### config.mk
export PLATFORM = sky130hd
export DESIGN_NAME = lsu_ctrl
export DESIGN_NICKNAME = d
export VERILOG_FILES = /design/src/rtl/lsu_pkg.sv /design/src/rtl/lsu_load_ext.sv /design/src/rtl/lsu_ctrl.sv
export SDC_FILE = /design/constraint.sdc
export NUM_CORES = 1
export LEC_CHECK = 0
export ABC_AREA = 1
export CORE_MARGIN = 2
export CORE_UTILIZATION = 30
export DETAILED_ROUTE_END_ITERATION = 7
export GPL_TIMING_DRIVEN = 0
export PLACE_DENSITY = 0.65
export SYNTH_ARGS = -nofsm -noshare
export SYNTH_HDL_FRONTEND = slang
export SYNTH_SLANG_ARGS = --single-unit
### constraint.sdc
create_clock -name i_clk -period 4.28 [get_ports i_clk]
set_input_delay 0.856 -clock i_clk [delete_from_list [all_inputs] [get_ports i_clk]]
set_output_delay 0.856 -clock i_clk [all_outputs]
set_load 0.02 [all_outputs]
### src/rtl/lsu_pkg.sv
// Shared definitions for the load/store control stage: funct3 encodings,
// byte-mask constants, FSM state type and a size-to-mask helper.
package lsu_pkg;

    localparam logic [2:0] F3_B  = 3'd0;
    localparam logic [2:0] F3_H  = 3'd1;
    localparam logic [2:0] F3_W  = 3'd2;
    localparam logic [2:0] F3_BU = 3'd4;
    localparam logic [2:0] F3_HU = 3'd5;

    localparam logic [3:0] BMASK_NONE = 4'b0000;
    localparam logic [3:0] BMASK_B    = 4'b0001;
    localparam logic [3:0] BMASK_H    = 4'b0011;
    localparam logic [3:0] BMASK_W    = 4'b1111;

    typedef enum logic [1:0] {
        IDLE,
        RESP,
        HOLD
    } lsu_state_e;

    function automatic logic [3:0] size_mask(input logic [2:0] funct3);
        logic [3:0] mask;
        mask = BMASK_NONE;
        case (funct3)
            F3_B, F3_BU: mask = BMASK_B;
            F3_H, F3_HU: mask = BMASK_H;
            F3_W:        mask = BMASK_W;
            default:     mask = BMASK_NONE;
        endcase
        return mask;
    endfunction

endpackage

### src/rtl/lsu_load_ext.sv
// Combinational load-data extender: picks byte/half/word from the memory
// read data and sign- or zero-extends it to XLEN according to funct3.
module lsu_load_ext
    import lsu_pkg::*;
#(
    parameter int XLEN = 32
) (
    input  logic [2:0]      funct3,
    input  logic [31:0]     rdata,
    output logic [XLEN-1:0] data
);

    always_comb begin
        data = '0;
        case (funct3)
            F3_B:    data = {{(XLEN-8){rdata[7]}}, rdata[7:0]};
            F3_BU:   data = XLEN'(rdata[7:0]);
            F3_H:    data = {{(XLEN-16){rdata[15]}}, rdata[15:0]};
            F3_HU:   data = XLEN'(rdata[15:0]);
            F3_W:    data = XLEN'(rdata);
            default: data = '0;
        endcase
    end

endmodule

### src/rtl/lsu_ctrl.sv
// Load/store control stage in front of a byte-addressed, 1-cycle-latency memory.
// Define LSU_MISALIGN_TRAP_EN to turn misaligned halfword/word accesses into faults.
module lsu_ctrl
    import lsu_pkg::*;
#(
    parameter int ADDR_W = 16,
    parameter int XLEN   = 32
) (
    input  logic              i_clk,
    input  logic              i_reset,
    input  logic              i_req_valid,
    output logic              o_req_ready,
    input  logic              i_req_wr,
    input  logic [2:0]        i_req_funct3,
    input  logic [XLEN-1:0]   i_req_addr,
    input  logic [XLEN-1:0]   i_req_wdata,
    output logic [ADDR_W-1:0] o_mem_addr,
    output logic [31:0]       o_mem_wdata,
    output logic [3:0]        o_mem_bmask,
    output logic              o_mem_wren,
    input  logic [31:0]       i_mem_rdata,
    output logic              o_rsp_valid,
    input  logic              i_rsp_ready,
    output logic [XLEN-1:0]   o_rsp_data,
    output logic              o_rsp_err
);

    lsu_state_e        state, state_next;
    logic              fire;
    logic              addr_oor, f3_ok, misalign, req_err;
    logic [ADDR_W-1:0] addr_q;
    logic [2:0]        funct3_q;
    logic              wr_q, err_q;
    logic [XLEN-1:0]   ext_data, live_data, hold_q;

    assign o_req_ready = (state == IDLE) |
                         ((state == RESP) & i_rsp_ready) |
                         ((state == HOLD) & i_rsp_ready);
    assign fire = i_req_valid & o_req_ready;

    always_comb begin
        addr_oor = |i_req_addr[XLEN-1:ADDR_W];
        f3_ok    = 1'b0;
        misalign = 1'b0;
        if (i_req_wr) begin
            f3_ok = (i_req_funct3 == F3_B) | (i_req_funct3 == F3_H) | (i_req_funct3 == F3_W);
        end else begin
            f3_ok = (i_req_funct3 == F3_B)  | (i_req_funct3 == F3_H) | (i_req_funct3 == F3_W) |
                    (i_req_funct3 == F3_BU) | (i_req_funct3 == F3_HU);
        end
`ifdef LSU_MISALIGN_TRAP_EN
        case (i_req_funct3)
            F3_H, F3_HU: misalign = i_req_addr[0];
            F3_W:        misalign = |i_req_addr[1:0];
            default:     misalign = 1'b0;
        endcase
`endif
        req_err = addr_oor | ~f3_ok | misalign;
    end

    // Address holds the last accepted request so the read data stays stable in HOLD.
    assign o_mem_addr  = fire ? i_req_addr[ADDR_W-1:0] : addr_q;
    assign o_mem_wdata = i_req_wdata[31:0];
    assign o_mem_bmask = (fire & ~req_err) ? size_mask(i_req_funct3) : BMASK_NONE;
    assign o_mem_wren  = fire & i_req_wr & ~req_err & ~i_reset;

    lsu_load_ext #(.XLEN(XLEN)) u_load_ext (
        .funct3 (funct3_q),
        .rdata  (i_mem_rdata),
        .data   (ext_data)
    );

    assign live_data = (wr_q | err_q) ? '0 : ext_data;

    always_ff @(posedge i_clk) begin
        if (i_reset) begin
            state <= IDLE;
        end else begin
            state <= state_next;
        end
    end

    always_comb begin
        state_next = state;
        case (state)
            IDLE: if (fire) state_next = RESP;
            RESP: begin
                if (!i_rsp_ready) state_next = HOLD;
                else              state_next = fire ? RESP : IDLE;
            end
            HOLD: if (i_rsp_ready) state_next = fire ? RESP : IDLE;
            default: state_next = IDLE;
        endcase
    end

    always_ff @(posedge i_clk) begin
        if (i_reset) begin
            addr_q   <= '0;
            funct3_q <= '0;
            wr_q     <= 1'b0;
            err_q    <= 1'b0;
            hold_q   <= '0;
        end else begin
            if (fire) begin
                addr_q   <= i_req_addr[ADDR_W-1:0];
                funct3_q <= i_req_funct3;
                wr_q     <= i_req_wr;
                err_q    <= req_err;
            end
            if ((state == RESP) && !i_rsp_ready) begin
                hold_q <= live_data;
            end
        end
    end

    always_comb begin
        o_rsp_valid = 1'b0;
        o_rsp_err   = 1'b0;
        o_rsp_data  = '0;
        case (state)
            RESP: begin
                o_rsp_valid = 1'b1;
                o_rsp_err   = err_q;
                o_rsp_data  = live_data;
            end
            HOLD: begin
                o_rsp_valid = 1'b1;
                o_rsp_err   = err_q;
                o_rsp_data  = hold_q;
            end
            default: begin
                o_rsp_valid = 1'b0;
            end
        endcase
    end

endmodule

After elaboration in Yosys (flattened, before gate mapping)
Cells that the tools add are included.
W data, S select, Z words.
- register bits: 55
- input bits: 104
- equal/unequal tests: 12
- muxes and demuxes: 14
- bitwise gates (word level): 18
- reductions and logical operators: 10
- operators with widths (operator ; count):
    $pmux W32 S5 ; 1
    $pmux W32 S2 ; 1
    $mux W32 ; 1
    $mux W16 ; 1
    $reduce_or A16 Y1 ; 1
    $eq A3 B3 Y1 const B ; 4
    $pmux W4 S3 ; 1
    $or A1 B1 Y1 ; 8
    $and A1 B1 Y1 ; 7
    $eq A3 B1 Y1 const B ; 2
    $eq A3 B2 Y1 const B ; 2
    $logic_not A3 Y1 ; 2
    $mux W2 ; 3
    $pmux W2 S3 ; 1
    $reduce_or A2 Y1 ; 3
    $mux W1 ; 4
    $mux W4 ; 1
    $ne A2 B2 Y1 const B ; 2
    $not A1 Y1 ; 3
    $eq A2 B1 Y1 const B ; 1
    $eq A2 B2 Y1 const B ; 1
    $logic_not A2 Y1 ; 1
    $reduce_and A2 Y1 ; 1
    $logic_and A1 B1 Y1 ; 1
    $logic_not A1 Y1 ; 1

Depth between registers and ports, before layout
Gate-level depths: netlist of the first run.
- word-level depth: 11
- depth in mapped cells: 11

Hierarchy
From an unflattened synthesis of the first run, not the netlist that was laid out.
- cells, all modules: 544
- area total of the unflattened synthesis: 3694.8 um^2
- modules (own cells, without submodules) (module ; instances ; cells each ; area each (um^2) ; seq. area each (um^2)):
    lsu_ctrl ; 1 ; 460 ; 3166.8 ; 1101.1
    lsu_load_ext ; 1 ; 84 ; 528.0 ; 0.0

Worst setup path before layout of the first run
Ideal clock, no wire load.
- kind: input port to output port
- start point: in i_rsp_ready
- end point: out o_mem_bmask[3]
- arrival time: 2.243 ns
- required time: 3.424 ns
- setup slack: 1.181 ns
- stages: 8
- buffers on the path: 2
- cells stage by stage: nand2_1 > nand3_2 > nand2_2 > buf_2 > inv_2 > nand2_1 > nor3_1 > buf_4
- cells in the longest elaborated chain, start to end: 6
- ends and longest elaborated chain (element ; line ; source):
    from (decl) ; lsu_ctrl.sv:23 ; input logic i_rsp_ready,
    $and A1 B1 Y1 ; lsu_ctrl.sv:37 ; ((state == RESP) & i_rsp_ready) |
    $or A1 B1 Y1 ; lsu_ctrl.sv:36 ; assign o_req_ready = (state == IDLE) |
    $or A1 B1 Y1 (*) ; lsu_ctrl.sv:37 ;
    net o_req_ready ; lsu_ctrl.sv:12 ; output logic o_req_ready,
    $and A1 B1 Y1 (*) ; lsu_ctrl.sv:39 ; assign fire = i_req_valid & o_req_ready;
    $and A1 B1 Y1 (*) ; lsu_ctrl.sv:64 ; assign o_mem_bmask = (fire & ~req_err) ? size_mask(i_req_funct3) : BMASK_NONE;
    $mux W4 (*) ; lsu_ctrl.sv:64 ;
    to (decl) ; lsu_ctrl.sv:19 ; output logic [3:0] o_mem_bmask,
The timed path passes the listed nets; every way through them passes the cells marked *.

Worst setup path after layout of the first run
- start point: in i_rsp_ready
- end point: out o_mem_bmask[3]
- cells in the longest elaborated chain, start to end: 6
- ends and longest elaborated chain (element ; line):
    $and A1 B1 Y1 ; lsu_ctrl.sv:37
    $or A1 B1 Y1 ; lsu_ctrl.sv:36
    $or A1 B1 Y1 (*) ; lsu_ctrl.sv:37
    $and A1 B1 Y1 (*) ; lsu_ctrl.sv:39
    $and A1 B1 Y1 (*) ; lsu_ctrl.sv:64
    $mux W4 (*) ; lsu_ctrl.sv:64
Mark *: on every way between the ends. The rest lies on a longest branch, timed or not.

==> impl_summary.txt, run 1 <==
----------------------------------------------------
[Global routing]
  GRT Resource Usage Total ... between 10% and 20%
  Wire length of the first global-routing pass ... 17,600 µm
  Most used routing layer in global routing ... met2
  Number of global-route vias before repair ... 3,682
  Largest net degree at the start of global routing ... 17
  Total global routing overflow ... 0
  Routing usage on met3 ... about 5.1%
  Routing usage on met2 ... 28.3%
  Met1 Resource Use GR ... 21.2%
  Antenna violations before repair ... 0

[Die]
  I/O pin count ... roughly 190
  Die Outline Area ... 12,400 µm²
  Standard-cell row count ... 39
  Initial Utilization ... 30.5%
  Core Footprint ... 11,300 µm²
  Die X ... 111 µm
  Die boundary height ... 111 µm

[Run]
  Number of violations of the max-capacitance limit ... 0

[Critical path]
  Worst stage delay on the critical path ... 0.60 ns
  Top fanout value on the critical path ... 10
  Cell with the largest stage delay on the worst path ... sky130_fd_sc_hd__clkdlybuf4s50_1
  Required arrival time at the worst endpoint ... 3.42 ns
  Critical path class ... input pin to output pin
  Data arrival time at the worst-slack endpoint ... about 3.1 ns
  Worst Setup End Kind ... output pin
  Nature of the critical path startpoint ... input pin
  Sequence of cells on the critical path ... clkdlybuf4s50_1 > nand2_1 > nand3_2 > nand2_2 > buf_2 > inv_2 > nand2_1 > nor3_1 > buf_4 > clkdlybuf4s50_1

[Placement]
  Gp weighted congestion ... around 0.85
  Number of I/O port buffers ... between 150 and 200
  Detailed placement HPWL ... 8450 µm
  Total cell area at the placement stage ... 5230 µm²

[Clock tree]
  Clk slew on worst S/H paths ... 0.07 ns
  Clock root cell ... sky130_fd_sc_hd__clkbuf_16
  Number of setup buffers added after CTS ... 0
  TritonCTS clock tree ... done
  Maximum root-to-sink buffer count ... 2
  Clock latency on the worst-skew pair ... slightly below 0.3 ns
  CTS Hold Buffers Added ... 0
  Post-cts gate resize count ... 0
  Number of clock buffers inserted by TritonCTS ... 5
  Maximum level of the CTS H-tree ... 2
  Num Clock Sinks ... 55

[Synthesis]
  Share of synthesized registers carrying an async set or reset ... 0%
  Post-synthesis net count ... ~630
  Number of flops mapped to enable cells by yosys ... 0
  Cell variety after synth ... 23
  Netlist area before placement ... 3460 µm²
  Mean instance size in the synthesized netlist ... 6.60 µm²
  Main flop type after synthesis ... sky130_fd_sc_hd__dfxtp_1
  FF+latch count, synth ... 55
  Yosys warnings ... 0
  Number of instances in the synthesized netlist ... 524
  Fraction of the yosys area taken by sequential cells ... 31.9%

[Timing]
  Part of the cycle the worst path needs ... 92.0%
  Number of pins with negative max-slew slack in the final report ... 0
  RSZ-0062 raised after global routing ... no
  Setup TNS ... 0 ns
  Setup violations, final ... 0
  Setup Skew ... 0.0104 ns
  Slew headroom ... 67.6%
  Final worst path period need ... 3.94 ns
  Worst-margin pin slew ... 0.486 ns
  Number of endpoints with negative hold slack in the final report ... 0
  Highest clock rate ... 0.254 GHz

[Finish]
  N_diodes ... 0
  Most common cell after layout, fill and taps aside ... sky130_fd_sc_hd__clkdlybuf4s50_1
  Final-stage net count ... 798
  Fill cell count ... between 1k and 1.5k
  Final non-filler cell area ... 5390 µm²
  Area growth syn-to-layout ... 55.9%
  Ratio of cells with drive above 1 in the final layout ... 12.9%
  Most frequent cells in the layout ... sky130_fd_sc_hd__clkdlybuf4s50_1, sky130_fd_sc_hd__nand2_1, sky130_fd_sc_hd__a21oi_1

[Power]
  Power share of the clock group ... ~26%
  Sequential power share ... 33.8%
  Cell area power density ... between 300 and 400 nW/µm²
  Switching power summed over all nets ... ~0.61 mW
  Worst IR Drop VDD ... 0.208 mV
  Leakage ... 2.27 nW
  Cell internal pwr ... 1.15 mW
  Switching fraction of total power ... 34.6%
  Proportion of power drawn by combinational gates ... 40.6%

[Routing]
  Pre-antenna DRT Iters ... 4
  Routed wirelength normalized by instance count ... about 13 µm
  Total number of vias ... 3,904
  Number of antenna-violating nets in the routed design ... 0
  Iteration-0 DRC count of the detailed router ... 146
  DRC errors left ... 0
  Vias per std cell ... 4.69
  Total wirelength of the detailed-routed design ... 10,900 µm

[Run status]
  Outcome ... finished, final reports clean

[Hold path]
  Class of the tightest hold or removal check ... register to register

----------------------------------------------------
-- worst paths after layout --
| path | from | end | slack [ns] | depth (start not counted) |
|---|---|---|---|---|
| max | i_rsp_ready | o_mem_bmask[3] | 0.34 | 10 |
| min | wr_q$_SDFFE_PP0N_ | wr_q$_SDFFE_PP0N_ | 0.47 | 2 |
| max reg2reg | state[1]$_SDFFE_PP0P_ | err_q$_SDFFE_PP0N_ | 2.56 | 10 |
| min reg2reg | wr_q$_SDFFE_PP0N_ | wr_q$_SDFFE_PP0N_ | 0.47 | 2 |
-- worst max-delay path: cells and delay by family --
family                 cells  cell delay, ns
and+or+nand+nor            5            0.64
buffers and inverters      5            1.58
-- power groups by stage --
stage	logic [mW]	registers [mW]	clock network [mW]
floorplan	0.435	0.599	0
global placement	0.705	0.603	0
detailed placement	0.716	0.606	0
CTS	0.720	0.594	0.463
global route	0.785	0.601	0.482
finish	0.716	0.595	0.451
-- kinds of logic after synthesis --
family	Yosys count	synth area share, %
simple gates	226	30.7
compound gates	123	17.8
buf+inv	116	18.2
flops	55	31.9
fa+ha+maj	4	1.45
-- metal layers --
| layer | up-vias | share of wire (%) |
|---|---|---|
| li1 | 1999 | - |
| met1 | 1759 | 43 |
| met2 | 140 | 49 |
| met3 | 6 | 8.4 |
| met4 | 0 | 0.59 |
| met5 | - | 0 |
-- flip-flops by register name (all words and copies together) (netlist names) --
signal and flops:
hold_q 32, err_q 1, state 2, addr_q 16
funct3_q 3, wr_q 1
-- stage by stage --
| step | instances | worst slack (ns) | util, % | hold slack (ns) | total power, mW |
|---|---|---|---|---|---|
| floorplan | 524 | 1.18 | - | 0.439 | 1.03 |
| global placement | 826 | 0.387 | 46.2 | 0.453 | 1.31 |
| detailed placement | 826 | 0.356 | 46.2 | 0.465 | 1.32 |
| CTS | 833 | 0.333 | 47.6 | 0.476 | 1.78 |
| global route | 833 | 0.241 | 47.6 | 0.508 | 1.87 |
| finish | 833 | 0.344 | 47.6 | 0.468 | 1.76 |
-- cell type report --
type,count,area (µm²),share of cell area [%]
Tap cell,143,179,3.32
Clock buffer,5,125,2.32
Sequential cell,55,1100,20.4
Multi-Input combinational cell,353,1730,32.0
Timing Repair Buffer,159,1590,29.5
Inverter,44,165,3.06
Buffer,72,463,8.59
Clock inverter,2,37.5,0.697
-- synthesized netlist by cell type, types with 2 or more instances --
cell type / n / share of area, %
sky130_fd_sc_hd__a21oi_1: 71 / 10
sky130_fd_sc_hd__nand3_2: 13 / 3.8
sky130_fd_sc_hd__buf_6: 4 / 1.3
sky130_fd_sc_hd__inv_1: 42 / 4.6
sky130_fd_sc_hd__ha_1: 4 / 1.4
sky130_fd_sc_hd__nor2_4: 2 / 0.65
sky130_fd_sc_hd__dfxtp_1: 55 / 32
sky130_fd_sc_hd__nor2_1: 32 / 3.5
sky130_fd_sc_hd__nand3_1: 54 / 7.8
sky130_fd_sc_hd__clkbuf_1: 13 / 1.4
sky130_fd_sc_hd__buf_4: 38 / 8.3
sky130_fd_sc_hd__o21ai_0: 51 / 7.4
sky130_fd_sc_hd__inv_2: 2 / 0.22
sky130_fd_sc_hd__nor3_1: 3 / 0.43
sky130_fd_sc_hd__nand2_1: 115 / 12
sky130_fd_sc_hd__or2_2: 2 / 0.36
sky130_fd_sc_hd__buf_2: 16 / 2.3
sky130_fd_sc_hd__nand2_2: 2 / 0.36
Note: power is estimated with default switching activity, not from simulation.
==> inputs of run 2 (changes only) <==
PLACE_DENSITY = 0.64   (was 0.65)
SYNTH_HIERARCHICAL = 1   (was not set)
==> impl_summary.txt, run 2 <==
----------------------------------------------------
[Run status]
  Outcome ... finished, final reports clean

[Die]
  Core Footprint ... 12,000 µm²
  Initial Utilization ... between 30% and 40%
  I/O pin count ... between 150 and 200
  Standard-cell row count ... 40
  Die X ... roughly 110 µm
  Die boundary height ... approximately 110 µm
  Die Outline Area ... 13,200 µm²

[Finish]
  Area growth syn-to-layout ... 52.2%
  Fill cell count ... 1,212
  Ratio of cells with drive above 1 in the final layout ... 17.3%
  Register with the most flip-flops ... hold_q
  Most common cell after layout, fill and taps aside ... sky130_fd_sc_hd__clkdlybuf4s50_1
  Area taken by multi-input logic gates ... 1900 µm²
  Flip-flop count of the largest register, all copies and words added ... 32
  N_diodes ... 0
  Sequential standard cell area ... approximately 1100 µm²
  Most frequent cells in the layout ... sky130_fd_sc_hd__clkdlybuf4s50_1, sky130_fd_sc_hd__nand2_1, sky130_fd_sc_hd__a21oi_1
  Final-stage net count ... 818
  Registers with the highest flip-flop counts ... hold_q x32, addr_q x16, funct3_q x3

[Clock tree]
  Maximum root-to-sink buffer count ... 2
  Post-cts gate resize count ... 0
  TritonCTS clock tree ... done
  Clk slew on worst S/H paths ... 0.06 ns
  Num Clock Sinks ... 55
  CTS Hold Buffers Added ... 0
  Maximum level of the CTS H-tree ... 2
  Clock latency on the worst-skew pair ... 0.29 ns
  Clock root cell ... sky130_fd_sc_hd__clkbuf_16
  Number of clock buffers inserted by TritonCTS ... 5
  Number of setup buffers added after CTS ... 0

[Placement]
  Detailed placement HPWL ... 9230 µm
  Number of I/O port buffers ... around 160
  Gp weighted congestion ... roughly 0.90

[Synthesis]
  Area fraction in and, or, nand and nor cells after synthesis ... 29.0%
  Number of instances in the synthesized netlist ... about 540
  Post-Synth Adder-Cell Area ... 1.35%
  Post-synth top area share ... 29.8%
  Largest family of logic cells by synthesized area ... simple AND/OR/NAND/NOR gates
  Netlist area before placement ... 3690 µm²
  Fraction of the yosys area taken by sequential cells ... 29.8%
  Number of flops mapped to enable cells by yosys ... 0
  Post-synthesis net count ... 652
  Main flop type after synthesis ... sky130_fd_sc_hd__dfxtp_1
  Leading post-synthesis cells by instance count ... sky130_fd_sc_hd__nand2_1, sky130_fd_sc_hd__a21oi_1, sky130_fd_sc_hd__nand3_1, sky130_fd_sc_hd__dfxtp_1, sky130_fd_sc_hd__inv_1
  Complex-gate fraction of the synthesized area ... 21.0%
  Largest area contributor in the netlist ... sky130_fd_sc_hd__dfxtp_1
  Multiplexer share of the synthesized area ... 0%
  Mean instance size in the synthesized netlist ... 6.79 µm²
  Post-synthesis share of cell area spent on xor and xnor gates ... 0%
  Share of synthesized registers carrying an async set or reset ... 0%
  Cell types with the largest area share after synthesis ... sky130_fd_sc_hd__dfxtp_1, sky130_fd_sc_hd__a21oi_1, sky130_fd_sc_hd__nand2_1, sky130_fd_sc_hd__buf_4, sky130_fd_sc_hd__nand3_1
  FF+latch count, synth ... 55
  Cell variety after synth ... 29
  Most frequent cell after synthesis ... sky130_fd_sc_hd__nand2_1
  Yosys warnings ... 6

[Global routing]
  Largest net degree at the start of global routing ... 17
  Routing usage on met2 ... slightly below 30%
  Antenna violations before repair ... 0
  Total global routing overflow ... 0
  GRT Resource Usage Total ... 17.6%
  Routing usage on met3 ... slightly below 5%
  Wire length of the first global-routing pass ... 18,900 µm
  Most used routing layer in global routing ... met2
  Met1 Resource Use GR ... about 22%
  Number of global-route vias before repair ... 3,960

[Critical path]
  Most Frequent Cell on Critical Path ... sky130_fd_sc_hd__clkdlybuf4s50_1
  Nature of the critical path startpoint ... input pin
  Cell with the largest stage delay on the worst path ... sky130_fd_sc_hd__clkdlybuf4s50_1
  Data arrival time at the worst-slack endpoint ... between 2 and 3 ns
  Critical path class ... input pin to output pin
  Top fanout value on the critical path ... 10
  Worst stage delay on the critical path ... about 0.64 ns
  Sequence of cells on the critical path ... clkdlybuf4s50_1 > inv_1 > nor2_1 > nand2_4 > buf_6 > a21oi_2 > nand3_1 > a21oi_1 > clkdlybuf4s50_1
  Reg2reg path depth ... 10
  Worst Setup End Kind ... output pin
  Required arrival time at the worst endpoint ... 3.42 ns

[Power]
  Switching fraction of total power ... a little over a third
  Power share of the clock group ... 23.4%
  Sequential power share ... 33.1%
  Power Total ... 1.80 mW
  Switching power summed over all nets ... roughly 0.66 mW
  Cell internal pwr ... 1.14 mW
  Cell area power density ... between 300 and 400 nW/µm²
  Leakage ... 2.33 nW
  Worst IR Drop VDD ... 0.191 mV
  Proportion of power drawn by combinational gates ... 43.6%

[Timing]
  Number of pins with negative max-slew slack in the final report ... 0
  Slew headroom ... 61.7%
  Final worst path period need ... 3.82 ns
  Highest clock rate ... between 0.2 and 0.3 GHz
  Setup TNS ... 0 ns
  Worst-margin pin slew ... 0.575 ns
  Setup Skew ... 0.00626 ns
  Setup violations, final ... 0
  Part of the cycle the worst path needs ... between 80% and 90%
  Number of endpoints with negative hold slack in the final report ... 0
  RSZ-0062 raised after global routing ... no

[Hold path]
  Cells on Worst Hold Path ... 2
  Class of the tightest hold or removal check ... register to register

[Routing]
  DRC errors left ... 0
  Routed wirelength normalized by instance count ... approximately 14 µm
  Number of antenna-violating nets in the routed design ... 0
  Vias per std cell ... 4.83
  Pre-antenna DRT Iters ... 5
  Iteration-0 DRC count of the detailed router ... 293
  Total number of vias ... 4,142
  Total wirelength of the detailed-routed design ... 11,900 µm

[Run]
  Number of violations of the max-capacitance limit ... 0

----------------------------------------------------
==> run 2: final timing paths <==
check / start / to / slack (ns)
setup / recovery: i_mem_rdata[7] / o_rsp_data[9] / 0.46
hold / removal: funct3_q[1]$_SDFFE_PP0N_ / funct3_q[1]$_SDFFE_PP0N_ / 0.47
setup reg to reg: state[0]$_SDFFE_PP0P_ / addr_q[6]$_SDFF_PP0_ / 2.65
hold reg to reg: funct3_q[1]$_SDFFE_PP0N_ / funct3_q[1]$_SDFFE_PP0N_ / 0.47
==> run 2: kinds of logic (layout without fill, tap and decap cells) <==
logic type	count (synthesis)	count (layout)
simple gates	218	218
compound gates	139	139
buf+inv	128	295
flops	55	55
fa+ha+maj	4	4
==> run 2: final cells by class <==
type                       instances  area share [%]
sequential                        55            19.6
tap                              147            3.27
buffer                            74            8.81
multi-input combinational        361            33.7
clock inverter                     1           0.156
clock buffer                       7            2.54
inverter                          54            3.61
timing repair buffer             159            28.3
==> run 2: through the flow <==
stage / worst slack [ns] / hold slack [ns] / std cells / instance area, µm² / utilization [%]
floorplan: 1.25 / 0.444 / 544 / 3690 / -
detailed placement: 0.449 / 0.469 / 850 / 5470 / 45.5
global placement: 0.445 / 0.460 / 850 / 5470 / 45.5
global route: 0.320 / 0.510 / 858 / 5620 / 46.8
finish: 0.463 / 0.472 / 858 / 5620 / 46.8
CTS: 0.430 / 0.479 / 858 / 5620 / 46.8
==> run 2: worst max-delay path, delay by kind of cell <==
family	cells	cell delay (ns)
and+or+nand+nor	3	0.39
buffers and inverters	4	1.33
AOI/OAI and AO/OA	2	0.37
==> run 2: metal layers <==
| metal | share of wire (%) | vias up |
|---|---|---|
| li1 | - | 2055 |
| met1 | 42 | 1835 |
| met2 | 45 | 229 |
| met3 | 11 | 23 |
| met4 | 2.6 | 0 |
| met5 | 0 | - |
==> run 2: power by group through the flow <==
stage	sequential, mW	combinational (mW)	clock, mW
final	0.594	0.783	0.420
after global routing	0.600	0.856	0.455
after CTS	0.594	0.786	0.430
after detailed placement	0.606	0.780	0
after global placement	0.603	0.772	0
after floorplan	0.599	0.487	0
==> inputs of run 3 (changes only) <==
RECOVER_POWER = 25   (was not set)
==> impl_summary.txt, run 3 (same netlist as run 2, synthesis figures left out) <==
----------------------------------------------------
[Die]
  Core Footprint ... 12,000 µm²
  Standard-cell row count ... 40
  Initial Utilization ... 30.8%
  I/O pin count ... 192
  Die Outline Area ... 13,200 µm²
  Die boundary height ... 115 µm
  Die X ... 115 µm

[Finish]
  Register with the most flip-flops ... hold_q
  Ratio of cells with drive above 1 in the final layout ... 14.8%
  N_diodes ... 0
  Registers with the highest flip-flop counts ... hold_q x32, addr_q x16, funct3_q x3
  Area growth syn-to-layout ... 50.6%
  Most common cell after layout, fill and taps aside ... sky130_fd_sc_hd__clkdlybuf4s50_1
  Most frequent cells in the layout ... sky130_fd_sc_hd__clkdlybuf4s50_1, sky130_fd_sc_hd__nand2_1, sky130_fd_sc_hd__a21oi_1
  Final-stage net count ... approximately 820
  Flip-flop count of the largest register, all copies and words added ... 32

[Clock tree]
  Clk slew on worst S/H paths ... 0.07 ns
  Num Clock Sinks ... 55
  Clock latency on the worst-skew pair ... roughly 0.29 ns
  Maximum level of the CTS H-tree ... 2
  TritonCTS clock tree ... done
  Post-cts gate resize count ... 0
  Number of setup buffers added after CTS ... 0
  Maximum root-to-sink buffer count ... 2
  Clock root cell ... sky130_fd_sc_hd__clkbuf_16
  Number of clock buffers inserted by TritonCTS ... 5
  CTS Hold Buffers Added ... 0

[Routing]
  Routed wirelength normalized by instance count ... 13.9 µm
  Number of antenna-violating nets in the routed design ... 0
  Iteration-0 DRC count of the detailed router ... 272
  Pre-antenna DRT Iters ... 5
  Vias per std cell ... around 4.8
  Total number of vias ... roughly 4.1k
  Total wirelength of the detailed-routed design ... 11,900 µm
  DRC errors left ... 0

[Power]
  Leakage ... 2.30 nW
  Worst IR Drop VDD ... 0.191 mV
  Cell area power density ... 320 nW/µm²
  Power Total ... 1.78 mW

[Critical path]
  Required arrival time at the worst endpoint ... around 3.4 ns
  Kind of cell with the highest combined delay on the critical path ... buffers and inverters
  Sum of buffers and inverters on the critical path ... 4
  Cell with the largest stage delay on the worst path ... sky130_fd_sc_hd__dlygate4sd3_1
  Worst stage delay on the critical path ... approximately 0.6 ns
  Critical path class ... input pin to output pin
  Worst Setup End Kind ... output pin
  Most Frequent Cell on Critical Path ... sky130_fd_sc_hd__nand2_1
  Sequence of cells on the critical path ... dlygate4sd3_1 > nand2_1 > nand3_4 > nand2_8 > inv_2 > nand2_1 > nor3_1 > buf_4 > clkdlybuf4s50_1
  Cell count along the critical path ... 9
  Data arrival time at the worst-slack endpoint ... 3.02 ns
  Reg2reg path depth ... 9
  Top fanout value on the critical path ... 10
  Nature of the critical path startpoint ... input pin

[Global routing]
  Wire length of the first global-routing pass ... 18,900 µm
  GRT Resource Usage Total ... 17.6%
  Total global routing overflow ... 0
  Antenna violations before repair ... 0
  Largest net degree at the start of global routing ... 17
  Number of global-route vias before repair ... roughly 4.0k

[Timing]
  Worst slack on hold paths ... ~0.47 ns
  Highest clock rate ... 0.258 GHz
  Setup TNS ... 0 ns
  Setup Skew ... 0.00491 ns
  Setup violations, final ... 0
  Number of pins with negative max-slew slack in the final report ... 0
  Slew headroom ... 61.9%
  Number of endpoints with negative hold slack in the final report ... 0
  Part of the cycle the worst path needs ... 90.6%
  RSZ-0062 raised after global routing ... no
  Worst-margin pin slew ... 0.572 ns
  Final worst path period need ... 3.88 ns

[Hold path]
  Class of the tightest hold or removal check ... register to register
  Cells on Worst Hold Path ... 2

[Placement]
  Gp weighted congestion ... ~0.90
  Number of I/O port buffers ... 159
  Detailed placement HPWL ... around 9200 µm

[Run]
  Number of violations of the max-capacitance limit ... 0

[Run status]
  Outcome ... finished, final reports clean

----------------------------------------------------
-- run 3: cell types whose count changed in the layout (fill, tap and decap cells not counted), sizes merged --
cell / before / now
clkdlybuf4s50: 159 / 157
buf: 60 / 55
dlygate4sd3: 0 / 2
clkbuf: 21 / 26
-- run 3: routing by layer --
| layer | part of all wire [%] | vias to the layer above | track usage [%] |
|---|---|---|---|
| met1 | 42 | 1822 | 22.0 |
| met2 | 45 | 221 | 29.6 |
| li1 | - | 2059 | - |
| met5 | 0 | - | 0 |
| met3 | 11 | 20 | 4.96 |
| met4 | 2.4 | 0 | 5.46 |
-- run 3: power breakdown --
part | internal (mW) | switching (mW) | leakage [nW]
sequential | 0.568 | 0.0262 | 0.452
combinational | 0.327 | 0.437 | 1.78
clock | 0.235 | 0.186 | 0.0741
total | 1.13 | 0.649 | 2.30
-- run 3: metrics by stage --
step,std cells,util [%],area (µm²),setup slack [ns]
detailed placement,850,45.5,5470,0.449
global placement,850,45.5,5470,0.445
CTS,858,46.8,5620,0.430
finish,858,46.3,5560,0.400
floorplan,544,-,3690,1.25
global route,858,46.3,5560,0.247
-- run 3: final cells by class --
type                    count  area [µm²]
well taps                 147         184
plain buffers              74         484
fillers                  1227        6450
repair buffers            159        1590
flip-flops and latches     55        1100
multi-input cells         361        1850
clock inverters             1        8.76
clock buffers               7         143
inverters                  54         203
-- run 3: worst paths after layout --
path | from | to | slack (ns)
min reg2reg | funct3_q[1]$_SDFFE_PP0N_ | funct3_q[1]$_SDFFE_PP0N_ | 0.47
min | funct3_q[1]$_SDFFE_PP0N_ | funct3_q[1]$_SDFFE_PP0N_ | 0.47
max | i_rsp_ready | o_mem_bmask[3] | 0.40
max reg2reg | state[1]$_SDFFE_PP0P_ | hold_q[22]$_SDFFE_PP0P_ | 2.34
-- run 3: worst register-to-register path, cell delays in order (launching register included) --
cell and delay, ns:
sky130_fd_sc_hd__dfxtp_1 0.34, sky130_fd_sc_hd__inv_1 0.08, sky130_fd_sc_hd__ha_1 0.13, sky130_fd_sc_hd__buf_4 0.14
sky130_fd_sc_hd__inv_2 0.03, sky130_fd_sc_hd__nor2_1 0.11, sky130_fd_sc_hd__clkbuf_1 0.34, sky130_fd_sc_hd__clkbuf_1 0.39
sky130_fd_sc_hd__o21ai_0 0.15, sky130_fd_sc_hd__a21oi_1 0.16
